$ cat config.mk
export PLATFORM = sky130hd
export DESIGN_NAME = lifo_stack_flat
export DESIGN_NICKNAME = d
export VERILOG_FILES = /design/src/rtl/stack_pkg.sv /design/src/rtl/lifo_stack_if.sv /design/src/rtl/stack_pointer.sv /design/src/rtl/lifo_stack.sv /design/src/flat_wrapper.sv
export SDC_FILE = /design/constraint.sdc
export NUM_CORES = 1
export LEC_CHECK = 0
export CAP_MARGIN = 15
export CELL_PAD_IN_SITES_DETAIL_PLACEMENT = 0
export CELL_PAD_IN_SITES_GLOBAL_PLACEMENT = 2
export CORE_UTILIZATION = 30
export CTS_BUF_LIST = sky130_fd_sc_hd__clkbuf_4
export DETAILED_ROUTE_END_ITERATION = 16
export PLACE_DENSITY_LB_ADDON = 0.1
export SYNTH_ARGS = -nofsm -noshare
export SYNTH_HDL_FRONTEND = slang
export SYNTH_HIERARCHICAL = 1
export SYNTH_SLANG_ARGS = --single-unit
$ cat constraint.sdc
create_clock -name clk -period 2.7 [get_ports clk]
set_clock_uncertainty 0.05 [all_clocks]
set_input_delay 0.54 -clock clk [delete_from_list [all_inputs] [get_ports clk]]
set_output_delay 0.54 -clock clk [all_outputs]
set_load 0.05 [all_outputs]
$ cat src/rtl/stack_pkg.sv
// Shared types and helpers for the LIFO stack: operation encoding and pointer sizing.
package stack_pkg;

  // Encoding matches {push, pop} so decode is a direct mapping.
  typedef enum logic [1:0] {
    OP_NOP     = 2'b00,
    OP_POP     = 2'b01,
    OP_PUSH    = 2'b10,
    OP_REPLACE = 2'b11
  } stack_op_t;

  function automatic stack_op_t decode_op(input logic push, input logic pop);
    stack_op_t op;
    unique case ({push, pop})
      2'b10:   op = OP_PUSH;
      2'b01:   op = OP_POP;
      2'b11:   op = OP_REPLACE;
      default: op = OP_NOP;
    endcase
    return op;
  endfunction

  // Pointer needs one extra bit so it can represent a completely full stack.
  function automatic int unsigned ptr_width(input int unsigned depth);
    return $clog2(depth) + 1;
  endfunction

endpackage

$ cat src/rtl/lifo_stack_if.sv
// Control and data bundle between a stack user (master) and the LIFO stack (slave).
interface lifo_stack_if
  import stack_pkg::*;
#(
  parameter int unsigned word_width = 8,
  parameter int unsigned depth      = 16
);

  logic                          push;
  logic                          pop;
  logic                          clear_err;
  logic [word_width-1:0]         D_IN;
  logic [word_width-1:0]         D_OUT;
  logic [ptr_width(depth)-1:0]   count;
  logic                          empty;
  logic                          full;
  logic                          overflow;
  logic                          underflow;

  modport master (
    output push, pop, clear_err, D_IN,
    input  D_OUT, count, empty, full, overflow, underflow
  );

  modport slave (
    input  push, pop, clear_err, D_IN,
    output D_OUT, count, empty, full, overflow, underflow
  );

endinterface

$ cat src/rtl/stack_pointer.sv
// Saturating up/down counter 0..depth with registered empty/full decodes.
module stack_pointer
  import stack_pkg::*;
#(
  parameter int unsigned depth = 16
) (
  input  logic                        clk,
  input  logic                        reset,
  input  logic                        inc_i,
  input  logic                        dec_i,
  output logic [ptr_width(depth)-1:0] count_o,
  output logic                        is_empty_o,
  output logic                        is_full_o
);

  localparam int unsigned PtrW = ptr_width(depth);
  localparam logic [PtrW-1:0] MaxCnt = PtrW'(depth);

  logic [PtrW-1:0] cnt_d, cnt_q;
  logic            empty_d, empty_q;
  logic            full_d, full_q;

  always_comb begin
    cnt_d = cnt_q;
    if (inc_i && !dec_i && (cnt_q != MaxCnt)) begin
      cnt_d = cnt_q + PtrW'(1);
    end else if (dec_i && !inc_i && (cnt_q != '0)) begin
      cnt_d = cnt_q - PtrW'(1);
    end
    // Decode from the next count so the flags land in the same cycle as count.
    empty_d = (cnt_d == '0);
    full_d  = (cnt_d == MaxCnt);
  end

  always_ff @(posedge clk or negedge reset) begin
    if (!reset) begin
      cnt_q   <= '0;
      empty_q <= 1'b1;
      full_q  <= 1'b0;
    end else begin
      cnt_q   <= cnt_d;
      empty_q <= empty_d;
      full_q  <= full_d;
    end
  end

  assign count_o    = cnt_q;
  assign is_empty_o = empty_q;
  assign is_full_o  = full_q;

endmodule

$ cat src/rtl/lifo_stack.sv
// LIFO stack with push/pop/replace, registered top-of-stack and sticky error flags.
module lifo_stack
  import stack_pkg::*;
#(
  parameter int unsigned word_width = 8,
  parameter int unsigned depth      = 16
) (
  input logic         clk,
  input logic         reset,
  lifo_stack_if.slave bus
);

  localparam int unsigned PtrW = ptr_width(depth);
  localparam int unsigned IdxW = $clog2(depth);

  stack_op_t             op;
  logic [PtrW-1:0]       sp;
  logic                  sp_empty;
  logic                  sp_full;
  logic                  do_push;
  logic                  do_replace;
  logic                  do_pop;
  logic                  ovf_evt;
  logic                  udf_evt;
  logic                  mem_we;
  logic [IdxW-1:0]       wr_idx;
  logic [IdxW-1:0]       rd_idx;
  logic [word_width-1:0] mem_q [depth];
  logic [word_width-1:0] dout_d, dout_q;
  logic                  ovf_d, ovf_q;
  logic                  udf_d, udf_q;

  stack_pointer #(
    .depth (depth)
  ) u_stack_pointer (
    .clk        (clk),
    .reset      (reset),
    .inc_i      (do_push),
    .dec_i      (do_pop),
    .count_o    (sp),
    .is_empty_o (sp_empty),
    .is_full_o  (sp_full)
  );

  // Resolve the requested operation against the pre-edge occupancy.
  always_comb begin
    op         = decode_op(bus.push, bus.pop);
    do_push    = 1'b0;
    do_replace = 1'b0;
    do_pop     = 1'b0;
    ovf_evt    = 1'b0;
    udf_evt    = 1'b0;
    unique case (op)
      OP_PUSH: begin
        if (sp_full) ovf_evt = 1'b1;
        else         do_push = 1'b1;
      end
      OP_POP: begin
        if (sp_empty) udf_evt = 1'b1;
        else          do_pop  = 1'b1;
      end
      OP_REPLACE: begin
        if (sp_empty) do_push    = 1'b1;
        else          do_replace = 1'b1;
      end
      default: ;
    endcase
  end

  // Indices are only formed when in range: push implies sp < depth, replace/pop imply sp >= 1.
  always_comb begin
    mem_we = do_push | do_replace;
    wr_idx = '0;
    rd_idx = '0;
    if (do_push) begin
      wr_idx = IdxW'(sp);
    end else if (do_replace) begin
      wr_idx = IdxW'(sp - PtrW'(1));
    end
    if (do_pop && (sp > PtrW'(1))) begin
      rd_idx = IdxW'(sp - PtrW'(2));
    end
  end

  always_comb begin
    dout_d = dout_q;
    if (mem_we) begin
      dout_d = bus.D_IN;
    end else if (do_pop) begin
      dout_d = (sp == PtrW'(1)) ? '0 : mem_q[rd_idx];
    end
    // A fresh error outranks a simultaneous clear.
    ovf_d = ovf_evt | (ovf_q & ~bus.clear_err);
    udf_d = udf_evt | (udf_q & ~bus.clear_err);
  end

  // Storage is deliberately left unreset; reads never reach unwritten entries.
  always_ff @(posedge clk) begin
    if (mem_we) begin
      mem_q[wr_idx] <= bus.D_IN;
    end
  end

  always_ff @(posedge clk or negedge reset) begin
    if (!reset) begin
      dout_q <= '0;
      ovf_q  <= 1'b0;
      udf_q  <= 1'b0;
    end else begin
      dout_q <= dout_d;
      ovf_q  <= ovf_d;
      udf_q  <= udf_d;
    end
  end

  assign bus.D_OUT     = dout_q;
  assign bus.count     = sp;
  assign bus.empty     = sp_empty;
  assign bus.full      = sp_full;
  assign bus.overflow  = ovf_q;
  assign bus.underflow = udf_q;

  a_not_full_and_empty : assert property (@(posedge clk) disable iff (!reset)
    !(sp_empty && sp_full));
  a_count_in_range : assert property (@(posedge clk) disable iff (!reset)
    sp <= PtrW'(depth));

endmodule

$ cat src/flat_wrapper.sv
// flat-port wrapper written by rule: the top's interface ports become plain ports
module lifo_stack_flat import stack_pkg::*;
#(
  parameter int unsigned word_width = 8,
  parameter int unsigned depth      = 16
)
  (clk, reset, bus_push, bus_pop, bus_clear_err, bus_D_IN, bus_D_OUT, bus_count, bus_empty, bus_full, bus_overflow, bus_underflow);
  lifo_stack_if #(.word_width(word_width), .depth(depth)) bus_i ();
  input logic clk;
  input logic reset;
  input wire logic [$bits(bus_i.push)-1:0] bus_push;
  input wire logic [$bits(bus_i.pop)-1:0] bus_pop;
  input wire logic [$bits(bus_i.clear_err)-1:0] bus_clear_err;
  input wire logic [$bits(bus_i.D_IN)-1:0] bus_D_IN;
  output wire logic [$bits(bus_i.D_OUT)-1:0] bus_D_OUT;
  output wire logic [$bits(bus_i.count)-1:0] bus_count;
  output wire logic [$bits(bus_i.empty)-1:0] bus_empty;
  output wire logic [$bits(bus_i.full)-1:0] bus_full;
  output wire logic [$bits(bus_i.overflow)-1:0] bus_overflow;
  output wire logic [$bits(bus_i.underflow)-1:0] bus_underflow;
  assign bus_i.push = bus_push;
  assign bus_i.pop = bus_pop;
  assign bus_i.clear_err = bus_clear_err;
  assign bus_i.D_IN = bus_D_IN;
  assign bus_D_OUT = bus_i.D_OUT;
  assign bus_count = bus_i.count;
  assign bus_empty = bus_i.empty;
  assign bus_full = bus_i.full;
  assign bus_overflow = bus_i.overflow;
  assign bus_underflow = bus_i.underflow;
  lifo_stack #(.word_width(word_width), .depth(depth)) u_core (.clk(clk), .reset(reset), .bus(bus_i));
endmodule
# == Word-level counts from Yosys, hierarchy flattened ==
# Memories as Yosys holds them, arrays and structs flattened.
# Cells that the tools add are included.
# word_totals
inputBits,13
register_bits,17
ramBits,128
out_inout_bits,17
memories,1
wordCells,56
# classes
mux,20
n_eq_ne,9
reduce_logical,10
n_addsub,3
magnitude_cmp,1
bitwise_logic,6
# mem_list
memory,depth,word_bits,rd,rd_clocked_by_memory_dff,write_ports,line,source
u_core.mem_q,16,8,1,0,1,lifo_stack.sv:28,logic [word_width-1:0] mem_q [depth];
# op_table
op,count
$mux W8,3
$mux W4,3
$mux W1,10
$mux W5,2
$eq A2 B2 Y1 const B,4
$pmux W2 S3,1
$add A5 B1 Y5 const B,1
$eq A5 B1 Y1 const B,1
$eq A5 B5 Y1 const B,1
$gt A5 B1 Y1 const B,1
$logic_and A1 B1 Y1,5
$logic_not A5 Y1,1
$ne A5 B5 Y1 const B,1
$reduce_bool A5 Y1,1
$sub A5 B1 Y5 const B,1
$eq A2 B1 Y1 const B,2
$sub A4 B2 Y4 const B,1
$or A1 B1 Y1,3
$and A1 B1 Y1,2
$logic_not A1 Y1,2
$pmux W1 S2,1
$reduce_bool A2 Y1,1
$not A1 Y1,1

# == Longest topological paths before layout ==
# Gate-level depths: netlist of the first run.
# logic_depth
word_depth,10
mapped_depth,10

# == Hierarchy ==
# Netlist of the first run, hierarchy kept.
# by_module_without_submodules
mod,seq_area_each_um2,area_per_inst_um2,cells_each,n_inst
lifo_stack,4093.9,5947.0,427,1
stack_pointer,176.4,501.7,48,1

# == Least setup slack after synthesis of the first run ==
# OpenSTA, ideal clock, no wires.
# synth_path
path_type,register to register
start,"reg u_core.u_stack_pointer.cnt_q[1], in the netlist u_core/u_stack_pointer/count_o[1]"
end,mem u_core.mem_q[4][0] (enable)
arrival_ps,2986
slack_ps,-731
path_stages_with_launch,7
path_cell_list,dfrtp_1 inv_1 ha_1 a21bo_2 a211oi_1 xor2_1 nor4_1
# synth_between
elab_chain_cells,3
# synth_rtl
item,line,source
"start, declared",stack_pointer.sv:19,"logic [PtrW-1:0] cnt_d, cnt_q;"
"start signal, assigned",stack_pointer.sv:41,cnt_q <= cnt_d;
$sub A5 B1 Y5,lifo_stack.sv:78,wr_idx = IdxW'(sp - PtrW'(1));
$mux W4,lifo_stack.sv:77,end else if (do_replace) begin
$mux W4 *,lifo_stack.sv:75,if (do_push) begin
"end, declared",lifo_stack.sv:28,
# Mark *: on every way between the ends. The rest lies on a longest branch, timed or not.

# == Final worst setup path of the first run ==
# layout_path
start,"reg u_core.u_stack_pointer.empty_q, in the netlist u_core/u_stack_pointer/is_empty_o"
end,out bus_empty
# layout_lines
item,line,source
"start, declared",stack_pointer.sv:20,"logic empty_d, empty_q;"
"start signal, assigned",stack_pointer.sv:42,empty_q <= empty_d;
"end, declared",flat_wrapper.sv:17,output wire logic [$bits(bus_i.empty)-1:0] bus_empty;
# No word-level cell between the ends.

==> results of run 1 <==
==> final timing paths <==
kind                                              startpoint                                 to  cells past startpoint
min in group clk                         u_core/bus.overflow                u_core/bus.overflow                      2
min                                                    reset                u_core/bus.overflow                      2
min reg2reg                              u_core/bus.overflow                u_core/bus.overflow                      2
max                        u_core/u_stack_pointer/is_empty_o                          bus_empty                      1
max reg2reg                u_core/u_stack_pointer/count_o[1]                u_core/bus.D_OUT[5]                     10
max in group asynchronous                              reset  u_core/u_stack_pointer/is_empty_o                      2
==> through the flow <==
step / TNS [ns] / setup WS (ns) / cell area [um2]
finish: 0 / 0.113 / 8140
global route: -0.00552 / -0.00428 / 8140
CTS: 0 / 0.00999 / 8090
detailed placement: -2.68 / -0.322 / 7820
global placement: -3.50 / -0.238 / 7820
floorplan: -3.34 / -0.0593 / 6540
==> power groups by stage <==
stage	clock network [mW]	logic, mW	registers [mW]
final	1.30	3.74	2.93
after global routing	1.45	4.04	2.96
after CTS	1.35	3.74	2.93
after detailed placement	0	3.73	2.98
after global placement	0	3.73	2.98
after floorplan	0	1.81	3.32
==> logic make-up after synthesis <==
| family | share of synthesized area [%] |
|---|---|
| DFF | 66.2 |
| buffers and inverters | 2.39 |
| and+or+nand+nor | 11.0 |
| muxes | 4.19 |
| AOI/OAI and AO/OA | 14.2 |
| xor gates and xnor gates | 0.815 |
| adders and majority gates | 1.16 |
==> timing repair <==
item / in CTS / in global routing
endpoints found under the setup margin: 14 / 100
pin swaps: 0 / 0
gates resized for setup: 3 / 14
==> cell usage in the layout (no fill, tap or decap), types with 7 or more instances in the layout <==
| cell | n |
|---|---|
| a22o_1 | 7 |
| nor2_2 | 7 |
| a21oi_1 | 18 |
| buf_4 | 69 |
| o211ai_1 | 15 |
| clkbuf_4 | 18 |
| o21ai_0 | 32 |
| o221ai_1 | 8 |
| buf_12 | 11 |
| nor3_1 | 11 |
| nand2_1 | 35 |
| nand2b_1 | 7 |
| inv_1 | 8 |
| mux2_2 | 8 |
| nor2_1 | 27 |
| edfxtp_1 | 128 |
| and2_1 | 9 |
| mux2i_1 | 18 |
| clkdlybuf4s50_1 | 25 |
| o22ai_1 | 10 |
| o31a_1 | 7 |
| dfrtp_1 | 13 |
| a221oi_1 | 15 |
==> registers in the layout, summed over array words and instances (netlist names) <==
signal                             cells
u_core/mem_q                         128
u_core/bus.D_OUT                       8
u_core/u_stack_pointer/count_o         5
u_core/bus.overflow                    1
u_core/bus.underflow                   1
u_core/u_stack_pointer/is_empty_o      1
u_core/u_stack_pointer/is_full_o       1
==> area by class of cell <==
type	instances	area, um2	area share [%]
Tap cell	275	344	4.23
Multi-Input combinational cell	298	2140	26.3
Inverter	10	46.3	0.569
Antenna cell	1	2.50	0.0307
Clock buffer	18	135	1.66
Sequential cell	145	4280	52.5
Timing Repair Buffer	112	1060	13.1
Clock inverter	14	131	1.61
==> routing by layer <==
| layer | share of wire (%) | track usage, % | vias up |
|---|---|---|---|
| met3 | 3.6 | 3.44 | 17 |
| met1 | 47 | 24.9 | 2246 |
| met4 | 1.9 | 6.19 | 0 |
| met5 | 0 | 0 | - |
| met2 | 48 | 29.6 | 106 |
| li1 | - | - | 2079 |
==> results_dict.tcl, run 1 <==
set metrics [dict create \
    status "finished clean" \
    power.leakage_nw 2.76 \
    syn_inst 475 \
    drt_wl_total_mm 19.2 \
    synth_top_area_share_pct 59.6 \
    synth_edf_count 128 \
    viasPerCell 5.10 \
    first_global_vias 4505 \
    vias 4448 \
    synth_area_leaders "edfxtp_1 60%, dfrtp_1 6.2%, mux2i_1 2.8%" \
    power_mw 7.97 \
    synthFlopType "edfxtp_1" \
    synth_common_cells "128 x edfxtp_1, 35 x nand2_1, 33 x o21ai_0, 32 x nor2_1" \
    dr.pass1.iters 5 \
    crit_fanout 7 \
    p_switching_mw 3.30 \
    hold_slack_ns 0.292 \
    fillers 1987 \
    synth_nets 494 \
    fin_nets 603 \
    root_buffer "clkbuf_4" \
    place.gp.congestion 0.799 \
    grt_max_degree 26 \
    ctsHoldBuffers 0 \
    synth_area_um2 6450 \
    dp.cells 840 \
    switching_share_pct 41.5 \
    cts.sinks 145 \
    final_cells 873 \
    grt_pass1_wl_mm 28.8 \
    period_minus_slack_ns 2.59 \
    period_share_pct 95.8 \
    route.detailed.drc 0 \
    worstPathCellList "clkdlybuf4s50_1" \
    slew_viol_final 0 \
    synth.avg_cell_area_um2 13.6 \
    drive_gt1_share_pct 27.1 \
    core_region_area_um2 21000 \
    overflow 0 \
    ys_seq_area_share_pct 66.2 \
    synth-seq-cells 145 \
    antenna_found_initial 1 \
    die_w_um 149 \
    syn2layout_area_growth_pct 26.3 \
    cp-start-kind "flip-flop" \
    yosys_warnings 6 \
    worst_pin_slew_ns 0.666 \
    worst_path_dominant_cell_family "buffers and inverters" \
    criticalPathCategory "flip-flop to primary output" \
    cts_buffer_depth 2 \
    cts_tree "built" \
    async_flop_share_pct 11.7 \
    cts_setup_buffers 0 \
    power_density_nw_per_um2 979 \
    wl_per_cell_um 22.0 \
    peakVddDrop_mv 0.375 \
    dp_hpwl_mm 13.2 \
    cap_violations 0 \
    utilization_pct 38.7 \
    cpMaxStageDelayCell "clkdlybuf4s50_1" \
    cts-htree-levels 4 \
    start_util_pct 30.7 \
    port_buffers 29 \
    synth_top_area_cell "edfxtp_1" \
    rrSetupSlack_ns 0.16 \
    setup_viol_count_final 0 \
    cts-buffers-inserted 17 \
    relSlewSlack_pct 55.5 \
    rsz0062_at_grt "true" \
    power_frac_comb_pct 46.9 \
    critPathBufInv 1 \
    worstPathArrival_ns 2.00 \
    core.rowCount 53 \
    cts.clk_slew.worst_paths_ns 0.14 \
    internal-power_mw 4.66 \
    fmax_mhz 386 \
    dieArea_um2 22100 \
    slowest_delay_ns 0.83 \
    gr-usage-all-layers_pct 18.4 \
    yosysMostFrequentCell "edfxtp_1" \
    detail-route-antenna-nets 0 \
    dieHeight_um 149 \
    power.share.clock_pct 16.3 \
    worstPathRequired_ns 2.11 \
    hold_violations 0 \
    clk_latency_ns 0.54 \
    hold_path_class "input pin to asynchronous set/reset pin" \
    power_frac_seq_pct 36.8 \
    io_pins 30 \
    synth_cell_types 60 \
    worstSetupEndpointType "primary output" \
    drt-initial-drc-count 232 \
]
No activity file was read; power rests on OpenSTA's default activity.
==> run 2: changes to the inputs <==
--- a/config.mk
+++ b/config.mk
@@ -8,7 +8,7 @@
 export CAP_MARGIN = 15
 export CELL_PAD_IN_SITES_DETAIL_PLACEMENT = 0
 export CELL_PAD_IN_SITES_GLOBAL_PLACEMENT = 2
-export CORE_UTILIZATION = 30
+export CORE_UTILIZATION = 40
 export CTS_BUF_LIST = sky130_fd_sc_hd__clkbuf_4
 export DETAILED_ROUTE_END_ITERATION = 16
 export PLACE_DENSITY_LB_ADDON = 0.1
@@ -16,3 +16,4 @@
 export SYNTH_HDL_FRONTEND = slang
 export SYNTH_HIERARCHICAL = 1
 export SYNTH_SLANG_ARGS = --single-unit
+export TNS_END_PERCENT = 30
==> results_dict.tcl, run 2 (synthesis gave the netlist of run 1 again) <==
set metrics [dict create \
    grt_max_degree 39 \
    cap_violations 0 \
    status "finished clean" \
    root_buffer "clkbuf_4" \
    gr-usage-all-layers_pct 23.3 \
    detail-route-antenna-nets 0 \
    drt_wl_total_mm 18.1 \
    rsz0062_at_grt "true" \
    hold_violations 0 \
    io_pins 30 \
    hold_path_class "input pin to asynchronous set/reset pin" \
    cts.sinks 145 \
    dieHeight_um 129 \
    worstReg2RegStart "u_core/u_stack_pointer/count_o[1]" \
    vias 4487 \
    port_buffers 29 \
    r2r_end "u_core/bus.D_OUT[7]" \
    antenna_found_initial 1 \
    relSlewSlack_pct 58.9 \
    dp_hpwl_mm 12.7 \
    period_minus_slack_ns 2.60 \
    fin_nets 601 \
    cts-htree-levels 4 \
    final_cells 810 \
    worstPathRequired_ns 3.13 \
    worstPathArrival_ns 3.03 \
    r2r_cells 11 \
    utilization_pct 50.9 \
    cts-buffers-inserted 17 \
    die_w_um 129 \
    final_cell_mix "128 x edfxtp_1, 74 x buf_4, 35 x nand2_1, 32 x o21ai_0, 32 x nor2_1" \
    period_share_pct 96.4 \
    worstSetupEndpointType "flip-flop" \
    fin_setup_tns_ns 0 \
    cts.clk_slew.worst_paths_ns 0.12 \
    power_density_nw_per_um2 1020 \
    cts_buffer_depth 2 \
    grt_pass1_wl_mm 27.0 \
    start_util_pct 40.7 \
    cts_tree "built" \
    viasPerCell 5.54 \
    crit_fanout 8 \
    criticalPathCategory "flip-flop to flip-flop" \
    top_register "u_core/mem_q" \
    fmax_mhz 384 \
    rrSetupSlack_ns 0.1 \
    power.leakage_nw 2.75 \
    cp-start-kind "flip-flop" \
    clk_latency_ns 0.54 \
    crit_path_start "u_core/u_stack_pointer/count_o[1]" \
    worst_pin_slew_ns 0.615 \
    wl_per_cell_um 22.4 \
    route.detailed.drc 0 \
    cts_setup_buffers 0 \
    drt-initial-drc-count 372 \
    peakVddDrop_mv 0.432 \
    ctsHoldBuffers 0 \
    power_mw 8.17 \
    dr.pass1.iters 5 \
    first_global_vias 4361 \
    core_region_area_um2 15800 \
    syn2layout_area_growth_pct 24.8 \
    place_area_um2 7690 \
    place.gp.congestion 0.819 \
    overflow 0 \
    slew_viol_final 0 \
    dp.cells 779 \
    core.rowCount 46 \
    dieArea_um2 16600 \
    setup_viol_count_final 0 \
    fillers 1424 \
    largest_register_ffs 128 \
    final_common_cell "edfxtp_1" \
    drive_gt1_share_pct 26.3 \
    fin_area_um2 8050 \
]
run 2: cell count changes in the layout (fill, tap and decap cells not counted), moves of 3 or more:
cell and delta:
nor2_2 -6, buf_4 +5, buf_6 -4, buf_12 -3, bufinv_16 +3, nor2_1 +5, clkinv_4 -3
run 2: what timing repair did:
| item | CTS | global route |
|---|---|---|
| hold endpoints to repair | 0 | 0 |
| gates resized for setup | 2 | 12 |
| setup endpoints to repair | 3 | 90 |
| pin swaps | 0 | 2 |
run 2: per-stage QoR:
stage | setup slack (ns) | hold WS [ns]
CTS | 0.0121 | 0.260
floorplan | -0.0593 | 0.194
global route | -0.00485 | 0.259
detailed placement | -0.326 | 0.469
finish | 0.0984 | 0.298
global placement | -0.296 | 0.467
run 2: worst max path at each step:
stage,slack (ns),to
2_1_floorplan,-0.06,u_core/mem_q[8][0]
3_3_place_gp,-0.30,u_core/bus.D_OUT[7]
3_5_place_dp,-0.33,u_core/bus.D_OUT[7]
4_1_cts,0.01,u_core/bus.D_OUT[3]
5_1_grt,-0.005,u_core/bus.D_OUT[2]
6_report,0.1,u_core/bus.D_OUT[7]
run 2: worst max-delay path, stage by stage, from the launching register on:
cell and delay, ns:
dfrtp_4 0.44, clkinvlp_4 0.15, ha_2 0.24, a21boi_2 0.17, buf_4 0.14, a211o_1 0.31
nor2_4 0.13, buf_4 0.17, a221oi_1 0.06, o211ai_1 0.36, buf_4 0.20, o31a_1 0.12
run 2: layout make-up:
cell class,count,area [um2],share of cell area [%]
sequential,145,4280,53.1
inverter,10,46.3,0.575
multi-input combinational,298,2140,26.6
tap,216,270,3.36
clock inverter,13,184,2.29
antenna,1,2.50,0.0311
clock buffer,17,128,1.59
timing repair buffer,110,997,12.4
run 2: per-layer routing:
metal,up-vias,global-route usage [%],part of all wire [%]
met3,19,3.99,3.9
li1,2080,-,-
met5,-,0,0
met1,2276,32.1,46
met2,112,38.3,49
met4,0,6.64,1.3
run 2: power by group:
group	switching [mW]	internal [mW]	total, mW
clock network	0.781	0.730	1.51
registers	0.158	2.76	2.92
logic	2.31	1.44	3.74
total	3.25	4.92	8.17
==> run 3: changes to the inputs <==
--- a/config.mk
+++ b/config.mk
@@ -5,10 +5,11 @@
 export SDC_FILE = /design/constraint.sdc
 export NUM_CORES = 1
 export LEC_CHECK = 0
+export ABC_AREA = 1
 export CAP_MARGIN = 15
 export CELL_PAD_IN_SITES_DETAIL_PLACEMENT = 0
 export CELL_PAD_IN_SITES_GLOBAL_PLACEMENT = 2
-export CORE_UTILIZATION = 40
+export CORE_UTILIZATION = 37
 export CTS_BUF_LIST = sky130_fd_sc_hd__clkbuf_4
 export DETAILED_ROUTE_END_ITERATION = 16
 export PLACE_DENSITY_LB_ADDON = 0.1
==> results_dict.tcl, run 3 <==
set metrics [dict create \
    cp-start-kind "flip-flop" \
    final_common_cell "nand2_1" \
    cts-htree-levels 4 \
    cts_tree "built" \
    fillers 1681 \
    relSlewSlack_pct 46.6 \
    detail-route-antenna-nets 0 \
    core_region_area_um2 17500 \
    grt_pass1_wl_mm 27.2 \
    io_pins 30 \
    status "finished clean" \
    grt_max_degree 66 \
    critPathBufInv 2 \
    setup_viol_count_final 0 \
    post_cts_resized 0 \
    die_w_um 136 \
    synth_top_area_cell "edfxtp_1" \
    power_density_nw_per_um2 1000 \
    async_flop_share_pct 11.7 \
    drt-initial-drc-count 324 \
    overflow 0 \
    final_cell_mix "180 x nand2_1, 128 x edfxtp_1, 113 x nand3_1, 60 x inv_1, 50 x nor2_1" \
    wl_per_cell_um 18.4 \
    slew_viol_final 0 \
    synth.avg_cell_area_um2 10.2 \
    cap_violations 0 \
    yosysMostFrequentCell "nand2_1" \
    largest_register_ffs 128 \
    syn2layout_area_growth_pct 18.9 \
    rsz0062_at_grt "false" \
    root_buffer "clkbuf_4" \
    worst-path-stages 2 \
    crit_fanout 8 \
    synth_common_cells "180 x nand2_1, 128 x edfxtp_1, 113 x nand3_1, 60 x inv_1, 50 x nor2_1" \
    core.rowCount 48 \
    r2r_cells 11 \
    hold_violations 0 \
    synth_top_area_share_pct 57.6 \
    fin_area_um2 7930 \
    fmax_mhz 396 \
    antenna_found_initial 1 \
    cts-buffers-inserted 17 \
    synth-seq-cells 145 \
    synthFlopType "edfxtp_1" \
    hold_slack_ns 0.400 \
    dieArea_um2 18600 \
    vias 4921 \
    hold_path_class "input pin to asynchronous set/reset pin" \
    drive_gt1_share_pct 15.5 \
    fin_nets 748 \
    first_global_vias 4920 \
    worst_pin_slew_ns 0.798 \
    viasPerCell 5.08 \
    final_cells 968 \
    power_mw 7.95 \
    criticalPathCategory "flip-flop to primary output" \
    power.leakage_nw 3.29 \
    ctsHoldBuffers 0 \
    synth_area_um2 6670 \
    synth_edf_count 128 \
    gr-usage-all-layers_pct 20.7 \
    synth_area_leaders "edfxtp_1 58%, nand2_1 10%, nand3_1 8.5%" \
    dp.cells 935 \
    synth_cell_types 31 \
    peakVddDrop_mv 0.504 \
    cts_setup_buffers 0 \
    worstPathArrival_ns 1.93 \
    slowest_delay_ns 0.83 \
    drt_wl_total_mm 17.8 \
    start_util_pct 38.2 \
    worstSetupEndpointType "primary output" \
    place.gp.congestion 0.788 \
    period_minus_slack_ns 2.52 \
    cts.clk_slew.worst_paths_ns 0.13 \
    port_buffers 29 \
    yosys_warnings 6 \
    dp_hpwl_mm 11.9 \
    cts_buffer_depth 2 \
    utilization_pct 45.4 \
    worst_path_dominant_cell_family "buffers and inverters" \
    synth_nets 675 \
    route.detailed.drc 0 \
    ys_seq_area_share_pct 64.0 \
    dr.pass1.iters 4 \
    cts.sinks 145 \
    cpMaxStageDelayCell "clkdlybuf4s50_1" \
    place_area_um2 7590 \
    worstPathRequired_ns 2.11 \
    worstPathCellList "buf_4, clkdlybuf4s50_1" \
    top_register "u_core/mem_q" \
    syn_inst 656 \
    dieHeight_um 136 \
    clk_latency_ns 0.54 \
    period_share_pct 93.4 \
]
[run 3: changes by cell type after synthesis, sizes merged, moves of 12 or more]
cell	delta
mux2i	-18
inv	+55
nor2	+23
a21oi	-16
a221oi	-15
buf	+12
o211ai	-15
nor3	-12
o21ai	-30
nand4	+31
nand2	+152
nand3	+119
[run 3: metrics by stage]
step | TNS (ns) | setup WS (ns)
finish | 0 | 0.178
global route | 0 | 0.0694
global placement | -10.20 | -0.172
floorplan | 0 | 0.115
CTS | 0 | 0.115
detailed placement | -10.70 | -0.187
[run 3: cell type report]
cell class | count | area, um2 | share of cell area (%)
Clock inverter | 12 | 190 | 2.40
Sequential cell | 145 | 4270 | 53.9
Tap cell | 225 | 282 | 3.55
Clock buffer | 20 | 150 | 1.89
Inverter | 64 | 240 | 3.03
Antenna cell | 1 | 2.50 | 0.0316
Multi-Input combinational cell | 418 | 2020 | 25.5
Timing Repair Buffer | 83 | 771 | 9.72
[run 3: layer usage]
| layer | up-vias | wire length (um) | GRT usage [%] |
|---|---|---|---|
| met5 | - | 0 | 0 |
| met4 | 0 | 266 | 6.73 |
| met3 | 21 | 755 | 4.06 |
| met2 | 133 | 8890 | 34.2 |
| met1 | 2393 | 7890 | 27.2 |
| li1 | 2374 | - | - |
[run 3: path summary, 6_finish.rpt]
path	startpoint	end	slack (ns)
worst max-delay path	u_core/u_stack_pointer/count_o[2]	bus_count[2]	0.18
worst min-delay path	reset	u_core/bus.underflow	0.40
worst max register to register	u_core/u_stack_pointer/count_o[1]	u_core/bus.D_OUT[1]	0.36
worst min register to register	u_core/bus.overflow	u_core/bus.overflow	0.49
max in group asynchronous	reset	u_core/u_stack_pointer/count_o[0]	1.66
min in group clk	u_core/bus.overflow	u_core/bus.overflow	0.49
[run 3: kinds of logic after synthesis]
kind of cell    count (synthesis)  share of synthesized area (%)
flops                         145                           64.0
fa+ha+maj                       6                           1.13
simple gates                  401                           28.0
xor+xnor                        3                          0.394
buf+inv                        93                           5.70
compound gates                  8                          0.694
[run 3: report_power, final]
group / total [mW] / switching (mW) / leakage (nW) / internal (mW)
Sequential: 2.96 / 0.142 / 1.37 / 2.81
Clock: 1.61 / 0.760 / 0.186 / 0.853
Combinational: 3.38 / 2.28 / 1.74 / 1.10
